[src/rtl/conv_pkg.sv]
// conv_pkg: shared types and constants for the convolutional encoder.
//   conv_state_e    : encoder FSM states (S_DATA, S_TAIL)
//   GEN_K4_R2       : K=4 rate-1/2 generators {1011, 1111}
//   GEN_K7_R2       : K=7 rate-1/2 generators, 171 (out_sym[0]) / 133 (out_sym[1]) octal
//   tail_cnt_width  : width of the tail down-counter for a given K
package conv_pkg;

  typedef enum logic [0:0] {
    S_DATA = 1'b0,
    S_TAIL = 1'b1
  } conv_state_e;

  localparam logic [7:0]  GEN_K4_R2 = {4'b1011, 4'b1111};
  localparam logic [13:0] GEN_K7_R2 = {7'o133, 7'o171};

  // The counter only has to hold K-2, but $clog2(K) keeps K=2 at one bit.
  function automatic int tail_cnt_width(input int k);
    return (k < 2) ? 1 : $clog2(k);
  endfunction

endpackage

[src/rtl/conv_parity.sv]
// conv_parity: combinational masked-XOR of the encoder window, one output
// per generator.
//   win_i [K-1:0] : window {b, sr}, bit K-1 is the newest bit
//   par_o [N-1:0] : par_o[j] = XOR(GEN[j*K +: K] & win_i)
module conv_parity #(
  parameter int K = 4,
  parameter int N = 2,
  parameter logic [N*K-1:0] GEN = '0
) (
  input  logic [K-1:0] win_i,
  output logic [N-1:0] par_o
);

  always_comb begin
    par_o = '0;
    for (int j = 0; j < N; j++) begin
      par_o[j] = ^(GEN[j*K +: K] & win_i);
    end
  end

endmodule

[src/rtl/conv_encode_tail.sv]
// conv_encode_tail: rate-1/N feed-forward convolutional encoder with
// valid/ready on both sides and optional zero-tail frame termination.
//
// Build option: define CONV_TAIL_EN to append K-1 zero-input tail symbols
// after every in_last bit (trellis returns to the zero state). Without it the
// shift state runs continuously across frames and out_last follows in_last.
//
// Ports:
//   clk_sig    in   clock, rising edge
//   rst_n_sig  in   asynchronous active-low reset
//   clr_sig    in   synchronous clear (output register, shift state, FSM)
//   in_valid   in   in_bit valid
//   in_ready   out  encoder accepts in_bit this cycle
//   in_bit     in   information bit
//   in_last    in   last info bit of the frame
//   out_valid  out  out_sym valid
//   out_ready  in   downstream accepts out_sym
//   out_sym    out  [N-1:0] coded symbol, bit j from generator j
//   out_last   out  final symbol of the frame
//
// FSM states (CONV_TAIL_EN builds only):
//   state  | meaning
//   S_DATA | accepting info bits, one symbol per accepted bit
//   S_TAIL | input blocked, encoding zeros until tail_cnt reaches 0
module conv_encode_tail
  import conv_pkg::*;
#(
  parameter int K = 4,
  parameter int N = 2,
  parameter logic [N*K-1:0] GEN = GEN_K4_R2
) (
  input  logic         clk_sig,
  input  logic         rst_n_sig,
  input  logic         clr_sig,
  input  logic         in_valid,
  output logic         in_ready,
  input  logic         in_bit,
  input  logic         in_last,
  output logic         out_valid,
  input  logic         out_ready,
  output logic [N-1:0] out_sym,
  output logic         out_last
);

  logic [K-2:0] sr_q, sr_d;
  logic         out_valid_q, out_valid_d;
  logic [N-1:0] out_sym_q, out_sym_d;
  logic         out_last_q, out_last_d;

  logic         advance;
  logic         accept;
  logic         enc_bit;
  logic [K-1:0] win;
  logic [N-1:0] par;

  // Output register can take a new symbol when empty or being drained.
  assign advance = !out_valid_q || out_ready;
  assign win     = {enc_bit, sr_q};

  conv_parity #(
    .K   (K),
    .N   (N),
    .GEN (GEN)
  ) u_parity (
    .win_i (win),
    .par_o (par)
  );

`ifdef CONV_TAIL_EN
  localparam int TCW = tail_cnt_width(K);
  localparam logic [TCW-1:0] TAIL_INIT = TCW'(K - 2);

  conv_state_e    state_q, state_d;
  logic [TCW-1:0] tail_cnt_q, tail_cnt_d;

  // rst_n_sig gates in_ready so nothing looks acceptable while in reset.
  assign in_ready = rst_n_sig && (state_q == S_DATA) && advance && !clr_sig;
  assign enc_bit  = (state_q == S_DATA) ? in_bit : 1'b0;
`else
  assign in_ready = rst_n_sig && advance && !clr_sig;
  assign enc_bit  = in_bit;
`endif

  assign accept = in_valid && in_ready;

  always_comb begin
    sr_d        = sr_q;
    out_valid_d = out_valid_q;
    out_sym_d   = out_sym_q;
    out_last_d  = out_last_q;
`ifdef CONV_TAIL_EN
    state_d     = state_q;
    tail_cnt_d  = tail_cnt_q;
`endif
    if (clr_sig) begin
      sr_d        = '0;
      out_valid_d = 1'b0;
      out_sym_d   = '0;
      out_last_d  = 1'b0;
`ifdef CONV_TAIL_EN
      state_d     = S_DATA;
      tail_cnt_d  = '0;
`endif
    end
`ifdef CONV_TAIL_EN
    else if (state_q == S_TAIL) begin
      if (advance) begin
        out_valid_d = 1'b1;
        out_sym_d   = par;
        out_last_d  = (tail_cnt_q == '0);
        sr_d        = win[K-1:1];
        if (tail_cnt_q == '0) begin
          state_d = S_DATA;
        end else begin
          tail_cnt_d = tail_cnt_q - TCW'(1);
        end
      end
    end
`endif
    else if (accept) begin
      out_valid_d = 1'b1;
      out_sym_d   = par;
      sr_d        = win[K-1:1];
`ifdef CONV_TAIL_EN
      out_last_d  = 1'b0;
      if (in_last) begin
        state_d    = S_TAIL;
        tail_cnt_d = TAIL_INIT;
      end
`else
      out_last_d  = in_last;
`endif
    end else if (advance) begin
      out_valid_d = 1'b0;
    end
  end

  always_ff @(posedge clk_sig or negedge rst_n_sig) begin
    if (!rst_n_sig) begin
      sr_q        <= '0;
      out_valid_q <= 1'b0;
      out_sym_q   <= '0;
      out_last_q  <= 1'b0;
    end else begin
      sr_q        <= sr_d;
      out_valid_q <= out_valid_d;
      out_sym_q   <= out_sym_d;
      out_last_q  <= out_last_d;
    end
  end

`ifdef CONV_TAIL_EN
  always_ff @(posedge clk_sig or negedge rst_n_sig) begin
    if (!rst_n_sig) begin
      state_q    <= S_DATA;
      tail_cnt_q <= '0;
    end else begin
      state_q    <= state_d;
      tail_cnt_q <= tail_cnt_d;
    end
  end
`endif

  assign out_valid = out_valid_q;
  assign out_sym   = out_sym_q;
  assign out_last  = out_last_q;

endmodule

[config.mk]
export PLATFORM = sky130hd
export DESIGN_NAME = conv_encode_tail
export DESIGN_NICKNAME = d
export VERILOG_FILES = /design/src/rtl/conv_pkg.sv /design/src/rtl/conv_parity.sv /design/src/rtl/conv_encode_tail.sv
export SDC_FILE = /design/constraint.sdc
export NUM_CORES = 1
export LEC_CHECK = 0
export ABC_AREA = 0
export CAP_MARGIN = 0
export CORE_AREA = 5 5 42 44
export DETAILED_ROUTE_END_ITERATION = 10
export DIE_AREA = 0 0 47 49
export HOLD_SLACK_MARGIN = 0.06
export PLACE_DENSITY = 0.53
export SLEW_MARGIN = 20
export SYNTH_ARGS = -nofsm -noshare
export SYNTH_HDL_FRONTEND = slang
export SYNTH_SLANG_ARGS = --single-unit
[constraint.sdc]
create_clock -name clk_sig -period 1.6 [get_ports clk_sig]
set_input_delay 0.32 -clock clk_sig [delete_from_list [all_inputs] [get_ports clk_sig]]
set_output_delay 0.32 -clock clk_sig [all_outputs]
set_load 0.01 [all_outputs]
==> impl_metrics.tcl <==
set metrics [dict create \
    status "complete, no violations" \
    synthMuxAreaShare 0.187 \
    cp_max_fo 2 \
    comb_power_share 0.172 \
    synth_seq_cells 7 \
    end_kind "output pin" \
    cap_violations 0 \
    ys_seq_area_frac 0.504 \
    ant_nets 0 \
    cts.sinks 7 \
    slew_violations 0 \
    vias 255 \
    required_ns 1.28 \
    die-area_mm2 0.00230 \
    power.share.switching 0.225 \
    vias_per_cell 4.25 \
    leakage_nw 0.271 \
    regArea_um2 175 \
    grt.total_usage 0.0757 \
    first_pass_iters 4 \
    nets 52 \
    drc_errors 0 \
    cts-resized-gates 5 \
    clk_pin_slew_worst_paths_ns 0.05 \
    portBuffers 11 \
    synth_compound_area_frac 0.0144 \
    yosys.area_share.xor_xnor 0.0899 \
    grt_pass1_vias 317 \
    pwr-share-clk 0.377 \
    min_period_ns 1.51 \
    routed_wl_um 742 \
    critPathTopFamily "buffers and inverters" \
    fp.dieH_um 49 \
    vdd_drop_max_mv 0.373 \
    root_buffer "clkbuf_4" \
    insertion_delay_ns 0.25 \
    numCtsBuffers 3 \
    cts_setup_buffers 0 \
    hold_class "in2async" \
    cp.arrival_ns 1.19 \
    max_freq_ghz 0.663 \
    grt_overflow 0 \
    grt_pass1_wl_um 1210 \
    placed_cells 56 \
    io_pins 12 \
    multi_input_area_um2 180 \
    skew_ns 0.000189 \
    die_w_um 47 \
    critical_path.startpoint_type "register" \
    path_buf_inv 1 \
    clock_path_buffers 2 \
    p_per_area_mw_per_mm2 787 \
    synthCells 25 \
    switching_power_mw 0.0950 \
    setup_viol 0 \
    drt_iter0_markers 1 \
    h-tree-depth 1 \
    synth_warnings 0 \
    rsz0062_at_grt "no" \
    p_seq_frac 0.451 \
    fp.coreArea_mm2 0.00140 \
    final_hold_viol_count 0 \
    synthSimpleGateAreaFrac 0.205 \
    synth_top_family_by_area "simple AND/OR/NAND/NOR gates" \
    period_share 0.942 \
    syn-num-nets 32 \
    synth_area_um2 348 \
    final_cells 60 \
    mostFrequentLayoutCell "clkdlybuf4s50_1" \
    drive_above_1_share 0.318 \
    p_int_mw 0.328 \
    antenna_found_initial 0 \
    ys_types 11 \
    diodes 0 \
    initial_core_util 0.248 \
    grt_max_degree 9 \
    slowest_delay_ns 0.56 \
    mostFrequentLayoutCells "clkdlybuf4s50_1 (10), dfrtp_1 (7), mux2_2 (4), buf_4 (4)" \
    crit_slowest_cell "clkdlybuf4s50_1" \
    cts_hold_buffers 0 \
    synthAdderAreaFrac 0 \
    cts_tree "done" \
    max_slew_margin 0.865 \
    worst_pin_slew_ns 0.201 \
    fin_setup_tns_ns 0 \
    fillerInstances 151 \
    place.gp.congestion 0.743 \
    avgRoutedWirePerCell_um 12.4 \
    num_rows 14 \
    worstPathCellList "clkdlybuf4s50_1" \
    synth_area_per_cell_um2 13.9 \
    crit_type "reg2out" \
    syn2layout_area_growth_pct 54.3 \
    dp_hpwl_um 578 \
]
## worst reg2reg max path, cell delays in order, from the launching register on
cell and delay [ns]:
dfrtp_1 0.40, nand2b_4 0.08, buf_4 0.10, nand4b_2 0.20
mux2_2 0.33
## worst paths after layout
kind / depth (start not counted) / slack, ns / to / start
worst max-delay path: 1 / 0.09 / out_valid / out_valid
worst min-delay path: 2 / 0.39 / out_last / rst_n_sig
worst max register to register: 4 / 0.38 / out_last / out_valid
worst min register to register: 2 / 0.55 / out_sym[1] / out_sym[1]
max in group asynchronous: 2 / 1.08 / out_sym[0] / rst_n_sig
min in group clk_sig: 2 / 0.55 / out_sym[1] / out_sym[1]
## metrics by stage
step	power, mW	hold WS, ns	worst slack (ns)	util	cell area, um2
after floorplan	0.220	0.0244	0.438	-	348
after global placement	0.265	0.533	-0.278	0.363	508
after detailed placement	0.267	0.537	-0.303	0.363	508
after CTS	0.434	0.384	0.0668	0.383	537
after global routing	0.452	0.387	0.0408	0.383	537
final	0.423	0.389	0.0926	0.383	537
## power groups by stage
stage | clock network (mW) | registers, mW | logic [mW]
3_3_place_gp | 0 | 0.193 | 0.0725
3_5_place_dp | 0 | 0.193 | 0.0739
5_1_grt | 0.181 | 0.192 | 0.0794
4_1_cts | 0.169 | 0.191 | 0.0745
2_1_floorplan | 0 | 0.196 | 0.0240
6_report | 0.159 | 0.191 | 0.0725
## metal layers
layer	global-route usage	routed length [um]	vias to the layer above
met5	0	0	-
met4	0.0276	0	0
met3	0.0443	96	0
met2	0.127	351	11
met1	0.0737	294	119
li1	-	-	125
## cell families (layout without fill, tap and decap cells)
family                 after synthesis  in the layout
AND/OR/NAND/NOR                      9              9
flip-flops                           7              7
multiplexers                         6              6
XOR/XNOR                             2              2
AO/OA/AOI/OAI                        1              1
buffers and inverters                0             19
## flip-flops by register name, indices dropped and copies added, names as in the netlist
signal,cells
out_last,1
out_valid,1
sr_q,3
out_sym,2
## final cells by class
cell class,count,share of cell area
timing repair buffer,15,0.252
multi-input combinational,18,0.336
sequential,7,0.326
tap,16,0.0373
clock buffer,4,0.0490
## cells in the mapped netlist (all sizes together)
| library cell | instances | area share |
|---|---|---|
| mux2i | 2 | 0.058 |
| mux2 | 4 | 0.13 |
| nand2b | 3 | 0.054 |
| o21ai | 1 | 0.014 |
| xor2 | 1 | 0.025 |
| xnor3 | 1 | 0.065 |
| dfrtp | 7 | 0.50 |
| and2b | 3 | 0.065 |
| nand4b | 1 | 0.043 |
| nor2b | 1 | 0.018 |
| and3b | 1 | 0.025 |
Power figures use the tool's default switching activity.
==> variant: new RTL, same flow settings <==
`K` is set to 4 in 2 places; all go to 8. Comments in the files are not updated.
--- a/src/rtl/conv_parity.sv
+++ b/src/rtl/conv_parity.sv
@@ -3,7 +3,7 @@
 //   win_i [K-1:0] : window {b, sr}, bit K-1 is the newest bit
 //   par_o [N-1:0] : par_o[j] = XOR(GEN[j*K +: K] & win_i)
 module conv_parity #(
-  parameter int K = 4,
+  parameter int K = 8,
   parameter int N = 2,
   parameter logic [N*K-1:0] GEN = '0
 ) (
--- a/src/rtl/conv_encode_tail.sv
+++ b/src/rtl/conv_encode_tail.sv
@@ -25,7 +25,7 @@
 module conv_encode_tail
   import conv_pkg::*;
 #(
-  parameter int K = 4,
+  parameter int K = 8,
   parameter int N = 2,
   parameter logic [N*K-1:0] GEN = GEN_K4_R2
 ) (
Formal check against the unedited RTL: not equivalent (a bounded check fails within 4 cycles, from zero or initial values and one cycle with rst_n_sig low).
==> variant against the original RTL <==
- worst setup slack gained 0.0012 ns
- routed wire length grew 33%
- register-to-register slack lost 0.09 ns
- power grew 30%
- cell area grew 29%
- sequential cell count grew 3
- synthesized area grew 50%
- first-iteration DRC count grew 100%
- largest power group unchanged
==> variant: results (changes against the original RTL) <==
Outcome - complete, no violations
Leakage - 0.350 nW (+29%)
Worst vdd rail ir drop - 0.000630 V (+69%)
Net Sw Frac - 20.1% (-2.3 points)
Vias - 348 (+36%)
Portion of total power attributed to combinational logic - 12.6% (-4.6 points)
Number of max-cap violations - 0 (unchanged)
Number of flip-flops under the largest register name - 7 (+4)
Final Instance Count excl. Fillers - 72 (+20%)
Worst endpoint data arrival time - 1.65 ns (+0.46 ns)
Wire length of the first global-routing pass - 1620 µm (+34%)
Reg2Reg Setup Slack - 0.29 ns (-0.09 ns)
Cell at the root of the clock tree - clkbuf_4
Number of nets in the finished design - 64 (+23%)
Total sequential power - 0.263 mW (+38%)
Final-layout fill cell count - 128 (-15%)
Placement Cell Area - 661 µm² (+30%)
Share of layout cells above drive strength 1 - 32.1% (+0.32 points)
Capturing point of the worst reg2reg path - sr_q[4]
Library cells used by synthesis - 15 (+4)
Per-cell routed wire length - 13.8 µm (+11%)
RePlAce Congestion - 0.723 (-2.7%)
Max stage delay on crit path - 0.48 ns (-0.08 ns)
Seq/Total Area, Yosys - 48.0% (-2.4 points)
Top post-synthesis cells by area - dfrtp_1 (48%), mux2_2 (17%), xnor3_1 (8.6%)
Maximum fanout along the worst path - 11 (+9)
1st-pass router iterations - 3 (-1)
All-Layer GR Usage - 10.0% (+2.4 points)
Final Skew - 0.00242 ns (+0.00223 ns)
Cell count of the worst reg-to-reg path - 5 (+1)
Synth top cells by count - dfrtp_1 (10), mux2_2 (8), nor2b_1 (7)
Power consumption - 0.551 mW (+30%)
Violation count after the first detailed-route iteration - 2 (+1)
Largest net degree at the start of global routing - 12 (+3)
Syn nets - 47 (+47%)
Number of instances in the synthesized netlist - 40 (+60%)
Cell total after placement - 68 (+21%)
variant: worst max-delay path by stage:
stage,start,end,depth (start not counted)
global placement,out_ready,in_ready,4
global route,out_ready,in_ready,4
detailed placement,out_ready,in_ready,4
floorplan,out_ready,out_last,4
finish,clr_sig,sr_q[4],5
CTS,out_ready,in_ready,4
variant: layout make-up:
| class | instances | area (µm²) | share of cell area, % |
|---|---|---|---|
| multi-input combinational | 27 | 253 | 36.5 |
| sequential | 10 | 250 | 36.2 |
| timing repair buffer | 15 | 133 | 19.2 |
| clock buffer | 4 | 36.3 | 5.24 |
| tap | 16 | 20.0 | 2.89 |
variant: logic make-up after synthesis:
group | after synthesis | share of synthesized area (%)
and+or+nand+nor | 12 | 15.6
DFF | 10 | 48.0
muxes | 9 | 19.2
buffers and inverters | 3 | 3.60
AOI/OAI and AO/OA | 1 | 0.958
other | 1 | 0.719
xor gates and xnor gates | 4 | 12.0
variant: what timing repair did:
item | in CTS | in global routing
buffers inserted | 0 | 0
endpoints found under the setup margin | 1 | 1
gates cloned | 0 | 0
gates resized for setup | 2 | 1
variant: stage by stage:
stage / setup TNS, ns / setup slack (ns) / hold slack, ns / utilization (%)
floorplan: 0 / 0.436 / 0.0244 / -
finish: 0 / 0.0938 / 0.387 / 49.4
detailed placement: -1.72 / -0.283 / 0.497 / 47.1
CTS: 0 / 0.0152 / 0.379 / 49.7
global route: 0 / 0.0539 / 0.376 / 49.4
global placement: -1.27 / -0.272 / 0.482 / 47.1
variant: per-layer routing:
metal / vias up / track usage (%) / wire (µm) / share of wire (%)
met1: 169 / 11.1 / 375 / 38
li1: 165 / - / - / -
met4: 0 / 2.76 / 9 / 0.91
met5: - / 0 / 0 / 0
met2: 12 / 16.3 / 515 / 52
met3: 2 / 5.17 / 90 / 9.1
